--- src/rtl/des_sbox_engine.sv ---
// des_sbox_engine
//   DES substitution stage: runs the 48-bit expanded/key-mixed word through
//   S1..S8 and returns the 32-bit concatenation, BOXES_PER_CYCLE boxes per
//   clock (legal values 1, 2, 4, 8).
//   Optional build macro: DES_SBOX_PERM_EN -- when defined, the result is
//   passed through the DES P permutation in a register loaded on the
//   RUN->DONE transfer; latency is unchanged. When undefined, out_bits is the
//   raw S-box concatenation and no P logic exists.
//
//   Handshake: a transfer happens on a rising clk edge where valid and ready
//   are both high. out_valid, once high, holds with stable out_bits until the
//   edge where out_ready is sampled high. in_ready is combinational: high in
//   IDLE, and high in DONE exactly when out_ready is high, so a result can be
//   taken and a new word accepted on the same edge.
//
//   FSM state is held in state_q (fsm_state_t) for probing and binding.
module des_sbox_engine #(
   parameter int BOXES_PER_CYCLE = 2
) (
   input  logic        clk,
   input  logic        rst_n,
   input  logic        in_valid,
   output logic        in_ready,
   input  logic [47:0] in_bits,
   output logic        out_valid,
   input  logic        out_ready,
   output logic [31:0] out_bits,
   output logic        busy
);

   // Reject unsupported box counts when the design is elaborated.
   if (!(BOXES_PER_CYCLE == 1 || BOXES_PER_CYCLE == 2 ||
         BOXES_PER_CYCLE == 4 || BOXES_PER_CYCLE == 8)) begin : g_bad_bpc
      $error("des_sbox_engine: BOXES_PER_CYCLE must be 1, 2, 4 or 8");
   end

   localparam int NUM_GROUPS = 8 / BOXES_PER_CYCLE;
   localparam int CNT_W      = $clog2(NUM_GROUPS) + 1;
   localparam logic [CNT_W-1:0] LAST_GROUP = CNT_W'(NUM_GROUPS - 1);

   // S-box tables, row-major (row 0 col 0 in the top nibble), 64 nibbles each.
   localparam logic [255:0] S1_TBL =
      256'hE4D12FB83A6C5907_0F74E2D1A6CB9538_41E8D62BFC973A50_FC8249175B3EA06D;
   localparam logic [255:0] S2_TBL =
      256'hF18E6B34972DC05A_3D47F28EC01A69B5_0E7BA4D158C6932F_D8A13F42B67C05E9;
   localparam logic [255:0] S3_TBL =
      256'hA09E63F51DC7B428_D709346A285ECBF1_D6498F30B12C5AE7_1AD069874FE3B52C;
   localparam logic [255:0] S4_TBL =
      256'h7DE3069A1285BC4F_D8B56F03472C1AE9_A690CB7DF13E5284_3F06A1D8945BC72E;
   localparam logic [255:0] S5_TBL =
      256'h2C417AB6853FD0E9_EB2C47D150FA3986_421BAD78F9C5630E_B8C71E2D6F09A453;
   localparam logic [255:0] S6_TBL =
      256'hC1AF92680D34E75B_AF427C9561DE0B38_9EF528C3704A1DB6_432C95FABE17608D;
   localparam logic [255:0] S7_TBL =
      256'h4B2EF08D3C975A61_D0B7491AE35C2F86_14BDC37EAF680592_6BD814A7950FE23C;
   localparam logic [255:0] S8_TBL =
      256'hD2846FB1A93E50C7_1FD8A374C56B0E92_7B419CE206ADF358_21E74A8DFC90356B;

   typedef enum logic [1:0] {
      ST_IDLE = 2'd0,
      ST_RUN  = 2'd1,
      ST_DONE = 2'd2
   } fsm_state_t;

   fsm_state_t       state_q, state_d;
   logic [47:0]      in_q, in_d;
   logic [CNT_W-1:0] cnt_q, cnt_d;
   logic [31:0]      result_q, result_d;
   logic             out_valid_q, out_valid_d;
   logic             busy_q, busy_d;
   logic             accept;

   // One S-box lookup: row = {b5,b0}, col = b4..b1, i.e. table index {b5,b0,b4..b1}.
   function automatic logic [3:0] sbox_lookup(input int box, input logic [5:0] b);
      logic [255:0] tbl;
      logic [5:0]   idx;
      case (box)
         0:       tbl = S1_TBL;
         1:       tbl = S2_TBL;
         2:       tbl = S3_TBL;
         3:       tbl = S4_TBL;
         4:       tbl = S5_TBL;
         5:       tbl = S6_TBL;
         6:       tbl = S7_TBL;
         default: tbl = S8_TBL;
      endcase
      idx = {b[5], b[0], b[4:1]};
      tbl = tbl << {idx, 2'b00};
      return tbl[255:252];
   endfunction

`ifdef DES_SBOX_PERM_EN
   // P table: output bit i (1 = MSB) takes input bit P_TBL[i-1].
   localparam int P_TBL [32] = '{16,  7, 20, 21, 29, 12, 28, 17,
                                  1, 15, 23, 26,  5, 18, 31, 10,
                                  2,  8, 24, 14, 32, 27,  3,  9,
                                 19, 13, 30,  6, 22, 11,  4, 25};

   function automatic logic [31:0] p_perm(input logic [31:0] x);
      logic [31:0] y;
      y = '0;
      for (int i = 0; i < 32; i++) begin
         y[31-i] = x[32-P_TBL[i]];
      end
      return y;
   endfunction

   logic [31:0] perm_q, perm_d;
`endif

   // Input side ready: free in IDLE, or in DONE when the result is leaving this edge.
   always_comb begin
      in_ready = 1'b0;
      case (state_q)
         ST_IDLE: in_ready = 1'b1;
         ST_DONE: in_ready = out_ready;
         default: in_ready = 1'b0;
      endcase
      accept = in_valid && in_ready;
   end

   // Next-state, capture, per-group S-box evaluation and output flags.
   always_comb begin
      state_d     = state_q;
      in_d        = in_q;
      cnt_d       = cnt_q;
      result_d    = result_q;
      out_valid_d = out_valid_q;
      busy_d      = busy_q;
`ifdef DES_SBOX_PERM_EN
      perm_d      = perm_q;
`endif
      case (state_q)
         ST_IDLE: begin
            if (accept) begin
               in_d     = in_bits;
               cnt_d    = '0;
               result_d = '0;
               busy_d   = 1'b1;
               state_d  = ST_RUN;
            end
         end
         ST_RUN: begin
            // Boxes k with k/BPC == cnt form the current group.
            for (int k = 0; k < 8; k++) begin
               if (CNT_W'(k / BOXES_PER_CYCLE) == cnt_q) begin
                  result_d[31-4*k -: 4] = sbox_lookup(k, in_q[47-6*k -: 6]);
               end
            end
            if (cnt_q == LAST_GROUP) begin
               state_d     = ST_DONE;
               out_valid_d = 1'b1;
               busy_d      = 1'b0;
`ifdef DES_SBOX_PERM_EN
               perm_d      = p_perm(result_d);
`endif
            end else begin
               cnt_d = cnt_q + CNT_W'(1);
            end
         end
         ST_DONE: begin
            if (out_ready) begin
               out_valid_d = 1'b0;
               if (accept) begin
                  // Result leaves and a new word enters on the same edge.
                  in_d     = in_bits;
                  cnt_d    = '0;
                  result_d = '0;
                  busy_d   = 1'b1;
                  state_d  = ST_RUN;
               end else begin
                  state_d  = ST_IDLE;
               end
            end
         end
         default: begin
            state_d     = ST_IDLE;
            out_valid_d = 1'b0;
            busy_d      = 1'b0;
         end
      endcase
   end

   // State and datapath registers with synchronous active-low reset.
   always_ff @(posedge clk) begin
      if (!rst_n) begin
         state_q     <= ST_IDLE;
         in_q        <= '0;
         cnt_q       <= '0;
         result_q    <= '0;
         out_valid_q <= 1'b0;
         busy_q      <= 1'b0;
`ifdef DES_SBOX_PERM_EN
         perm_q      <= '0;
`endif
      end else begin
         state_q     <= state_d;
         in_q        <= in_d;
         cnt_q       <= cnt_d;
         result_q    <= result_d;
         out_valid_q <= out_valid_d;
         busy_q      <= busy_d;
`ifdef DES_SBOX_PERM_EN
         perm_q      <= perm_d;
`endif
      end
   end

   assign out_valid = out_valid_q;
   assign busy      = busy_q;
`ifdef DES_SBOX_PERM_EN
   assign out_bits  = perm_q;
`else
   assign out_bits  = result_q;
`endif

endmodule
--- config.mk ---
export PLATFORM = sky130hd
export DESIGN_NAME = des_sbox_engine
export DESIGN_NICKNAME = d
export VERILOG_FILES = /design/src/rtl/des_sbox_engine.sv
export SDC_FILE = /design/constraint.sdc
export NUM_CORES = 1
export LEC_CHECK = 0
export BUFFER_PORTS_ARGS = -buffer_cell sky130_fd_sc_hd__buf_2
export CELL_PAD_IN_SITES_DETAIL_PLACEMENT = 1
export CELL_PAD_IN_SITES_GLOBAL_PLACEMENT = 2
export CORE_ASPECT_RATIO = 0.75
export CORE_MARGIN = 8
export CORE_UTILIZATION = 31
export DETAILED_ROUTE_END_ITERATION = 7
export PLACE_DENSITY_LB_ADDON = 0.1
export SYNTH_ARGS = -nofsm -noshare
export SYNTH_HDL_FRONTEND = slang
export SYNTH_SLANG_ARGS = --single-unit
--- constraint.sdc ---
create_clock -name clk -period 2.3 [get_ports clk]
set_input_delay 0.46 -clock clk [delete_from_list [all_inputs] [get_ports clk]]
set_output_delay 0.46 -clock clk [all_outputs]
set_load 0.02 [all_outputs]
==> metrics.md <==
| Metric | Value |
|---|---|
| Effective utilization at floorplan | 31.1% |
| Period utilization | 89.7% |
| Static leakage | 3.55 nW |
| Critical hold path startpoint | in_bits[17] |
| Sw power | 0.00167 W |
| Worst-skew pair later-pin latency | 360 ps |
| Fraction of registers with async set/reset | 0% |
| Root Driver | clkbuf_16 |
| Unrepaired setup endpoints after global routing | no |
| Flops & latches, synth | 87 |
| Vias in the first global route | 7580 |
| Initial antenna violation count | 0 |
| Synth Flop Type | dfxtp_1 |
| Unique cell type count in the Yosys netlist | 74 |
| CTS clk-pin slew, worst paths | 80 ps |
| Startpoint Class | register |
| Min cycle time layout | 2060 ps |
| Max_slew headroom | 49.9% |
| Worst Max-Slew Pin Slew | 751 ps |
| Hold Crit Class | in2reg |
| Register area | 0.00174 mm^2 |
| Clk pwr share | 32.6% |
| Cts hold-fix bufs | 0 |
| CTS tree | yes |
| Final setup viols | 0 |
| Pwr Density | 519 mW/mm^2 |
| Synth Instances | 1021 |
| Layout fillers | 3082 |
| Cts bufs inserted | 9 |
| DR iter-0 viols | 449 |
| Core area | 0.0246 mm^2 |
| Area Overhead vs Synth | 16.1% |
| Maxcap violations | 0 |
| Die height | 152 um |
| Non-filler instance count after layout | 1436 |
| Largest net degree at the start of global routing | 47 |
| Tot Pwr | 0.00462 W |
| R2R depth | 7 |
| CP max FO | 5 |
| CTS sink cnt | 87 |
| Seq pwr share | 37.6% |
| Remaining DRCs | 0 |
| Switching share of power | 36.1% |
| Worst EP arrival | 2350 ps |
| Die width | 198 um |
| Worst R2R Start | in_q[7]$_SDFFE_PN0P_ |
| Clk buf depth | 2 |
| Final Skew | 10.2 ps |
| DR vias/cell | 5.27 |
| Seq/Total Area, Yosys | 22.7% |
| Crit path kind | reg2reg |
| CP startpoint | in_q[7]$_SDFFE_PN0P_ |
| Min-Delay Path Depth | 3 |
| Crit-path slowest cell | mux4_2 |
| First-pass GRT wire length | 42700 um |
| Crit end category | register |
| Boundary Pins | 87 |
| Routed WL | 25800 um |
| Final Hold Fails | 0 |
| EDFF count, synth | 0 |
| Syn Area/Cell | 7.51 um^2 |
| H-tree depth | 3 |
| Row cnt | 50 |
| Area share of the largest cell type after synthesis | 22.7% |
| HPWL after DPL | 19200 um |
| Peak VDD IR | 338 uV |
| Cell taking the most area after synthesis | dfxtp_1 |
| WP data required | 2590 ps |
| Comb pwr share | 29.8% |
| Die footprint | 0.0301 mm^2 |
| Slew Viols, Final | 0 |
| Nets | 1206 |
| Syn nets | 1134 |
| Final ANT Viol Nets | 0 |
| Wire per inst | 17.9 um |
| CP peak stage delay | 440 ps |
| DR vias | 7572 |
| ANT cells | 0 |
| Tot GR Track Use | 17.3% |
| Synthesized area | 0.00767 mm^2 |
| Final setup TNS | 0 ps |
| Inst Count DP | 1420 |
| Pre-antenna DRT Iters | 4 |
| Congestion Overflow GR | 0 |
| Largest cells by area after synthesis | dfxtp_1 (23%), ha_1 (10%), nand2_1 (8.1%), a21oi_1 (7.1%), mux4_2 (4.1%) |
| Outcome | finished, final reports clean |
| IO buf count | 86 |
| F_max | 485 MHz |
| Area of the multi-input gates | 0.00533 mm^2 |
| Ratio of cells with drive above 1 in the final layout | 18.7% |
| CP Cell Sequence | inv_1 -> ha_1 -> nand2_1 -> a21boi_1 -> mux4_2 -> or3_1 -> o211ai_1 |
| Synth warnings | 0 |
| RePlAce Congestion | 0.810 |
| Internal power | 0.00295 W |
cells by family (layout without fill, tap and decap cells):
family	Yosys count	after routing	synth area share (%)
adder cells (fa/ha/maj)	62	62	10.1
XOR/XNOR	26	26	2.97
buffers and inverters	138	215	7.93
AO/OA/AOI/OAI	332	332	28.9
multiplexers	34	34	6.82
AND/OR/NAND/NOR	342	342	20.6
flip-flops	87	87	22.7
metrics by stage:
stage          worst slack [ps]  hold WS (ps)  util [%]  cell area, um^2
2_1_floorplan              94.8           478         -             7670
3_5_place_dp                273           453      34.9             8610
3_3_place_gp                292           441      34.9             8610
4_1_cts                     245           314      36.1             8900
5_1_grt                    66.5           326      36.1             8900
6_report                    238           324      36.1             8900
power by group through the flow:
stage / sequential (W) / combinational [W] / clock (W)
floorplan: 0.00169 / 0.00101 / 0
global placement: 0.00177 / 0.00138 / 0
detailed placement: 0.00177 / 0.00137 / 0
CTS: 0.00174 / 0.00138 / 0.00157
global route: 0.00176 / 0.00154 / 0.00163
finish: 0.00174 / 0.00137 / 0.00151
flip-flops by register name, indices dropped and copies added (netlist names):
signal	flops
cnt_q	3
out_bits	32
busy	1
in_q	48
state_q	2
out_valid	1
routing by layer:
layer | routed length [um] | global-route usage [%] | part of all wire (%) | vias up
met3 | 728 | 2.82 | 2.8 | 16
li1 | - | - | - | 3819
met5 | 0 | 0 | 0 | -
met1 | 14100 | 26.7 | 55 | 3642
met4 | 244 | 3.30 | 0.95 | 0
met2 | 10600 | 24.7 | 41 | 95
synth_stat cells, drive strengths merged, types with 15 or more instances:
cell / instances
a211oi: 19
nor3: 23
nand3: 20
ha: 61
a21oi: 109
dfxtp: 87
o211ai: 26
inv: 46
nand2: 165
nor2b: 24
clkbuf: 41
nor2: 48
buf: 51
o21ai: 57
xnor2: 15
nand2b: 21
critical path: cells and delay by family, from the launching register on:
family / cells / cell delay (ps)
AO/OA/AOI/OAI: 2 / 280
adder cells (fa/ha/maj): 1 / 330
buffers and inverters: 1 / 120
flip-flops: 1 / 400
multiplexers: 1 / 440
AND/OR/NAND/NOR: 2 / 410
area by class of cell:
type | instances | area share, %
multi-input combinational | 796 | 59.8
sequential | 87 | 19.6
timing repair buffer | 153 | 10.6
tap | 338 | 4.75
clock buffer | 11 | 2.73
inverter | 46 | 2.00
clock inverter | 5 | 0.478
path summary, 6_finish.rpt:
check	end	slack (ps)
worst max-delay path	out_bits[7]$_SDFFE_PN0P_	240
worst min-delay path	in_q[17]$_SDFFE_PN0P_	320
worst max register to register	out_bits[7]$_SDFFE_PN0P_	240
worst min register to register	out_bits[28]$_SDFFE_PN0P_	460
layout by cell type (no fill, tap or decap), types with 7 or more instances in the layout:
cell | synthesis | routed
and3_1 | 9 | 8
nor2b_1 | 24 | 24
a31oi_1 | 11 | 11
xor2_1 | 11 | 11
inv_2 | 7 | 7
a211o_1 | 11 | 11
clkbuf_16 | 0 | 9
a221oi_1 | 7 | 7
nor3_1 | 23 | 23
nand3b_1 | 7 | 7
xnor2_1 | 15 | 15
o21ai_0 | 45 | 45
a32o_1 | 8 | 8
a211oi_1 | 18 | 18
o21ai_1 | 11 | 11
mux4_2 | 14 | 14
o31ai_1 | 7 | 7
nand2b_1 | 21 | 21
nand3_1 | 20 | 19
buf_2 | 35 | 86
a2111oi_0 | 8 | 8
nor2_1 | 48 | 48
a21oi_1 | 109 | 109
inv_1 | 38 | 38
o211ai_1 | 26 | 26
buf_4 | 9 | 66
dfxtp_1 | 87 | 87
mux2i_1 | 14 | 14
ha_1 | 61 | 61
o2111ai_1 | 10 | 10
nand2_1 | 165 | 165
timing repair:
item	4_1_cts	5_1_grt
endpoints found under the setup margin	0	1
resized for setup	0	1
endpoints found under the hold margin	0	0
setup buffers	0	0
Power figures use the tool's default switching activity.
